$ cat config.mk
export PLATFORM = sky130hd
export DESIGN_NAME = regfile_writer
export DESIGN_NICKNAME = d
export VERILOG_FILES = /design/src/rtl/regfile_writer.sv
export SDC_FILE = /design/constraint.sdc
export NUM_CORES = 1
export LEC_CHECK = 0
export CAP_MARGIN = 10
export CORE_MARGIN = 1.5
export CORE_UTILIZATION = 45
export CTS_BUF_LIST = sky130_fd_sc_hd__clkbuf_4 sky130_fd_sc_hd__clkbuf_8
export DETAILED_ROUTE_END_ITERATION = 10
export PLACE_DENSITY = 0.79
export SETUP_SLACK_MARGIN = 0.1
export SLEW_MARGIN = 40
export SYNTH_ARGS = -nofsm -noshare
export SYNTH_HDL_FRONTEND = slang
export SYNTH_SLANG_ARGS = --single-unit
$ cat constraint.sdc
create_clock -name clk -period 2.2 [get_ports clk]
set_clock_uncertainty 0.05 [all_clocks]
set_input_delay 0.55 -clock clk [delete_from_list [all_inputs] [get_ports clk]]
set_output_delay 0.55 -clock clk [all_outputs]
set_load 0.01 [all_outputs]
$ cat src/rtl/regfile_writer.sv
// regfile_writer: 32x8 register file loaded by single writes or by a streamed burst
module regfile_writer (
    input  logic         clk,
    input  logic         rst_n,
    input  logic         we,
    input  logic [4:0]   wsel,
    input  logic [7:0]   wdata,
    input  logic         burst_start,
    input  logic [4:0]   burst_base,
    input  logic [5:0]   burst_len,
    input  logic         bvalid,
    input  logic [7:0]   bdata,
    output logic         bready,
    output logic         busy,
    output logic         done,
    output logic [255:0] regfile
);
    typedef enum logic [1:0] {IDLE, BURST, DONE} state_t;

    state_t     state_q, state_d;
    logic [4:0] ptr_q, ptr_d;
    logic [5:0] cnt_q, cnt_d;
    logic [7:0] regs_q [32];
    logic [7:0] regs_d [32];
    logic       wr_en;
    logic [4:0] wr_addr;
    logic [7:0] wr_data;

    // Next-state, burst bookkeeping and selection of the single write port
    always_comb begin
        state_d = state_q;
        ptr_d   = ptr_q;
        cnt_d   = cnt_q;
        wr_en   = 1'b0;
        wr_addr = wsel;
        wr_data = wdata;
        case (state_q)
            IDLE: begin
                wr_en = we;
                if (burst_start) begin
                    ptr_d   = burst_base;
                    cnt_d   = burst_len;
                    state_d = (burst_len == 6'd0) ? DONE : BURST;
                end
            end
            BURST: begin
                if (bvalid) begin
                    wr_en   = 1'b1;
                    wr_addr = ptr_q;
                    wr_data = bdata;
                    ptr_d   = ptr_q + 5'd1;
                    cnt_d   = cnt_q - 6'd1;
                    state_d = (cnt_q == 6'd1) ? DONE : BURST;
                end
            end
            default: state_d = IDLE;
        endcase
    end

    // At most one register changes per cycle; everything else holds
    always_comb begin
        regs_d = regs_q;
        if (wr_en) regs_d[wr_addr] = wr_data;
    end

    // State, pointer, counter and register storage with reset priority
    always_ff @(posedge clk) begin
        if (!rst_n) begin
            state_q <= IDLE;
            ptr_q   <= 5'd0;
            cnt_q   <= 6'd0;
            regs_q  <= '{default: 8'h00};
        end else begin
            state_q <= state_d;
            ptr_q   <= ptr_d;
            cnt_q   <= cnt_d;
            regs_q  <= regs_d;
        end
    end

    assign bready = (state_q == BURST);
    assign busy   = bready;
    assign done   = (state_q == DONE);

    for (genvar i = 0; i < 32; i++) begin : g_flat
        assign regfile[8*i +: 8] = regs_q[i];
    end
endmodule

**Word-level counts from Yosys, hierarchy flattened**

Index checks and enable logic that the tools add are counted.

- Add/subtract/negate cells: 2
- Order comparisons: 2
- Equal/unequal tests: 5
- Mux-type cells: 20
- Bitwise gates (word level): 1
- Reductions and logical operators: 6

Operators with widths:

| operator | count |
|---|---|
| $bwmux W256 | 1 |
| $demux W8 S5 | 1 |
| $mux W8 | 3 |
| $mux W5 | 4 |
| $mux W6 | 2 |
| $pmux W6 S2 | 1 |
| $pmux W5 S2 | 1 |
| $mux W2 | 4 |
| $eq A6 B1 Y1 const B | 1 |
| $ge A6 B6 Y1 const B | 1 |
| $logic_not A6 Y1 | 1 |
| $lt A6 B1 Y1 const B | 1 |
| $not A5 Y6 | 1 |
| $sub A6 B1 Y6 const B | 1 |
| $add A5 B1 Y5 const B | 1 |
| $ne A2 B2 Y1 const B | 2 |
| $pmux W2 S2 | 1 |
| $reduce_and A3 Y1 | 1 |
| $eq A2 B1 Y1 const B | 1 |
| $eq A2 B2 Y1 const B | 1 |
| $logic_not A2 Y1 | 1 |
| $pmux W1 S2 | 1 |
| $reduce_and A2 Y1 | 1 |
| $reduce_bool A2 Y1 | 1 |
| 2 further kinds | 2 |

- Register bits after elaboration: 269
- Input port bits: 37
- Output and inout port bits: 259
- Logic and storage cells: 71

**Logic depth before layout (Yosys ltp)**

- Depth in word-level cells: 8
- Depth in mapped cells: 8
- Depth with buffers taken out: 6

**Worst setup path before layout**

OpenSTA, ideal clock, no wires.

- Path kind: input-to-reg
- Start: input port bvalid
- End: register regs_q (netlist bit regfile[16])
- Setup time: 0.132 ns
- Arrival time: 2.070 ns
- Required time: 2.018 ns
- Path slack: -0.052 ns
- Stages: 7
- Path buffers: 3
- Cells stage by stage: buf_6 > and3b_1 > clkbuf_1 > buf_4 > o32ai_4 > nand4_2 > mux2i_1

- Word-level cells in the longest chain between the ends: 8
- Elaborated cells between the ends (all ways): 13
- Those cells by class: order compare (2); mux (9); bitwise (1); reduce/logical (1)

Ends and longest elaborated chain:

| what | RTL line | RTL |
|---|---|---|
| start: declaration | 11 | `input logic bvalid,` |
| $mux W5 | 47 | `if (bvalid) begin` |
| $mux W5 | 37 | `case (state_q)` |
| $not A5 Y6 (implied by the code) | 63 | `if (wr_en) regs_d[wr_addr] = wr_data;` |
| $ge A6 B6 Y1 (implied by the code) / $lt A6 B1 Y1 (equally long branches) | 63 |  |
| $logic_and A1 B1 Y1 (implied by the code) | 63 |  |
| $mux W8 (implied by the code) | 63 |  |
| $demux W8 S5 | 63 |  |
| $bwmux W256 | 63 |  |
| end signal: assignment | 77 | `regs_q <= regs_d;` |
| end: declaration | 23 | `logic [7:0] regs_q [32];` |

Several ways; a longest one is shown, not always the timed one.
A chain may end at the register's enable or synchronous reset.

**Worst setup path after layout**

- Start: register state_q[1]
- End: output port bready

- Word-level cells in the longest chain between the ends: 1

Ends and longest elaborated chain:

| what | RTL line | RTL |
|---|---|---|
| start: declaration | 20 | `state_t state_q, state_d;` |
| start signal: assignment | 74 | `state_q <= state_d;` |
| $eq A2 B1 Y1 | 81 | `assign bready = (state_q == BURST);` |
| end: declaration | 13 | `output logic bready,` |

Every way passes these cells.

==> impl_metrics.ini <==
[worst_setup_path]
cpLargestDelayFamily = buffers and inverters
worstPathMaxFanout = 7
cp_num_buf_inv = 2
cpPeakStageDelay_ns = 0.36
path_cells = nand2b_1, inv_2, clkdlybuf4s15_1
timing.rr.end = regfile[215]$_SDFFE_PN0P_
crit_type = reg2out
cp.required_ns = 1.60
ff2ff_path_depth = 7
rrSetupSlack_ns = 0.21
startpoint_type = flop
arrival_ns = 1.45
r2r_start = state_q[0]$_SDFFE_PN0P_
worstSetupEndpointType = primary output
slowest_stage = dfxtp_2

[layout]
nets = 1413
final_cells = 1710
fillers = 1704
n_antenna_cell = 0
drive_gt1_frac = 0.1639
area_growth_pct = 51.78

[power_and_ir_drop]
p_switching_uw = 2573
p_leak_uw = 0.007810
max-vdd-ir-drop_uv = 457.5
power_density_nw_per_um2 = 649.7
switching_share = 0.2489
p_seq_frac = 0.484
p_int_uw = 7761
pwr-share-comb = 0.112
clkPwrFrac = 0.403

[outcome]
status = complete, no violations

[timing]
setup_tns_ns = 0
slew_headroom = 0.7182
drv_slew = 0
period_needed_ns = 2.052
fmaxAchievable_ghz = 0.4874
rsz0062_at_grt = no
hold_viol_final = 0
worst_slew_pin_slew_ns = 0.4227
setup_viol = 0
finalCritPeriodShare = 0.9326

[floorplan]
die-area_um2 = 24210
coreArea_um2 = 22780
io_pins = 296
die_y_um = 155.6
rows = 55
die_w_um = 155.6
start_util = 0.4601

[clocking]
clk_pin_slew_ns = 0.06
hold_buffers = 0
tritoncts = done
cts.sink_count = 269
clock_latency_ns = 0.53
cts_buffers = 43
clock-root-buffer = clkbuf_8
cts_max_level = 2
clock_path_buffers = 3

[grt]
grt_pass1_wl_um = 47750
grt_start_max_net_pins = 98
grt_pass1_vias = 8742
grt_usage = 0.2528
global_route.overflow_total = 0
antenna_found_initial = 0

[yosys]
syn_nets = 1049
avgSynthCellArea_um2 = 10.39
netlist_instances = 1009
syn_area_um2 = 10480
synth-main-ff-cell = dfxtp_1
yosysSeqAreaShare = 0.5138
yosysWarningCount = 0
synth_cell_types = 50
synth_edf_count = 0
ys_ff_latch = 269
async_reset_ff_frac = 0

[route]
drtPass1Iterations = 5
via_per_inst = 5.122
remaining_drc_errors = 0
ant_nets = 0
route.detailed.wl_per_inst_um = 18.19
vias = 8759
first_iter_violations = 376
routed_wl_um = 31110

[min_path]
hold_end = regfile[44]$_SDFFE_PN0P_
hold_class = in2reg
min_path_cells = 3
min-delay-start = rst_n

[placement]
place_congestion = 0.7995
placed_cells = 1631
hpwl_um = 21440
port_buffers = 295

[flow_run]
drv_cap = 0
==> what timing repair did <==
item,in CTS,in global routing
endpoints found under the setup margin,248,110
gates cloned,0,1
pin swaps,0,1
gates resized for setup,10,24
setup buffers,3,6
==> cell type report <==
type                            instances  area (um2)  share of cell area
Sequential cell                       269        5390              0.3389
Multi-Input combinational cell        657        4791              0.3012
Timing Repair Buffer                  395        4489              0.2822
Clock buffer                           57       728.2             0.04578
Tap cell                              313       391.6             0.02462
Clock inverter                         12       90.09            0.005663
Inverter                                7       26.28            0.001652
==> cells in the final DEF, fill, tap and decap left out, types with 13 or more instances in the layout <==
| cell type | Yosys | routed |
|---|---|---|
| clkdlybuf4s50_1 | 0 | 272 |
| nand2_1 | 271 | 270 |
| dfxtp_1 | 269 | 267 |
| mux2i_1 | 257 | 257 |
| buf_12 | 0 | 58 |
| clkbuf_8 | 0 | 49 |
| buf_4 | 6 | 41 |
| nand4_2 | 28 | 26 |
| dlymetal6s2s_1 | 0 | 18 |
| nor2_1 | 13 | 13 |
==> cells in the mapped netlist, types with 3 or more instances <==
| library cell | instances | area (um2) |
|---|---|---|
| a21oi_1 | 5 | 25.02 |
| and4_1 | 4 | 35.03 |
| buf_1 | 9 | 33.78 |
| buf_2 | 7 | 35.03 |
| buf_4 | 6 | 45.04 |
| clkbuf_1 | 52 | 195.2 |
| dfxtp_1 | 269 | 5385 |
| ha_1 | 3 | 37.54 |
| inv_1 | 7 | 26.28 |
| mux2_2 | 10 | 112.6 |
| mux2i_1 | 257 | 2572 |
| nand2_1 | 271 | 1017 |
| nand2b_1 | 4 | 25.02 |
| nand3_1 | 6 | 30.03 |
| nand3b_1 | 5 | 37.54 |
| nand4_2 | 28 | 350.3 |
| nor2_1 | 13 | 48.80 |
| nor2b_1 | 3 | 18.77 |
| o21ai_0 | 5 | 25.02 |
| or2_2 | 3 | 18.77 |
==> worst max path at each step <==
stage / from / endpoint / slack [ns] / depth (start not counted)
6_report: state_q[1]$_SDFFE_PN0P_ / bready / 0.15 / 3
5_1_grt: regfile[191]$_SDFFE_PN0P_ / regfile[191] / 0.10 / 1
4_1_cts: regfile[245]$_SDFFE_PN0P_ / regfile[245] / 0.10 / 1
3_5_place_dp: we / regfile[161]$_SDFFE_PN0P_ / -0.42 / 7
3_3_place_gp: we / regfile[160]$_SDFFE_PN0P_ / -0.39 / 7
2_1_floorplan: bvalid / regfile[16]$_SDFFE_PN0P_ / -0.05 / 7
==> flip-flops by register name (all words and copies together), names as in the netlist <==
register / cells
regfile: 256
cnt_q: 6
ptr_q: 5
state_q: 2
==> power by group through the flow <==
stage	clock [uW]	combinational, uW	sequential [uW]
floorplan	0	526	5120
CTS	4250	1140	5000
global route	4470	1230	5010
global placement	0	1110	5110
finish	4170	1160	5000
detailed placement	0	1120	5110
==> cell families (layout without fill, tap and decap cells) <==
logic type / count (synthesis) / after routing / synth area share
buffers and inverters: 83 / 471 / 0.03414
adders and majority gates: 3 / 3 / 0.003582
xor gates and xnor gates: 2 / 2 / 0.001672
AOI/OAI and AO/OA: 35 / 35 / 0.02961
muxes: 269 / 269 / 0.2588
and+or+nand+nor: 348 / 348 / 0.1583
DFF: 269 / 269 / 0.5138
==> metrics by stage <==
stage | worst slack (ns) | hold WS, ns | total power [uW] | area, um2 | util
final | 0.1482 | 0.3766 | 10330 | 15910 | 0.6983
after global routing | 0.1013 | 0.3801 | 10720 | 15910 | 0.6983
after CTS | 0.1033 | 0.3469 | 10380 | 15790 | 0.6931
after detailed placement | -0.4151 | 0.3995 | 6235 | 14940 | 0.6560
after global placement | -0.3947 | 0.3916 | 6219 | 14940 | 0.6560
after floorplan | -0.04791 | 0.4250 | 5646 | 10530 | -
==> metal layers <==
metal	GRT usage	wire, um
met3	0.07972	2568
met5	0	0
met4	0.09342	842
met2	0.4222	14600
met1	0.3054	13110
==> tightest hold or removal path: cells and delay by family <==
kind          cells  cell delay [ns]
buf+inv           1             0.20
mux               1             0.05
simple gates      1             0.10
No activity file was read; power rests on OpenSTA's default activity.
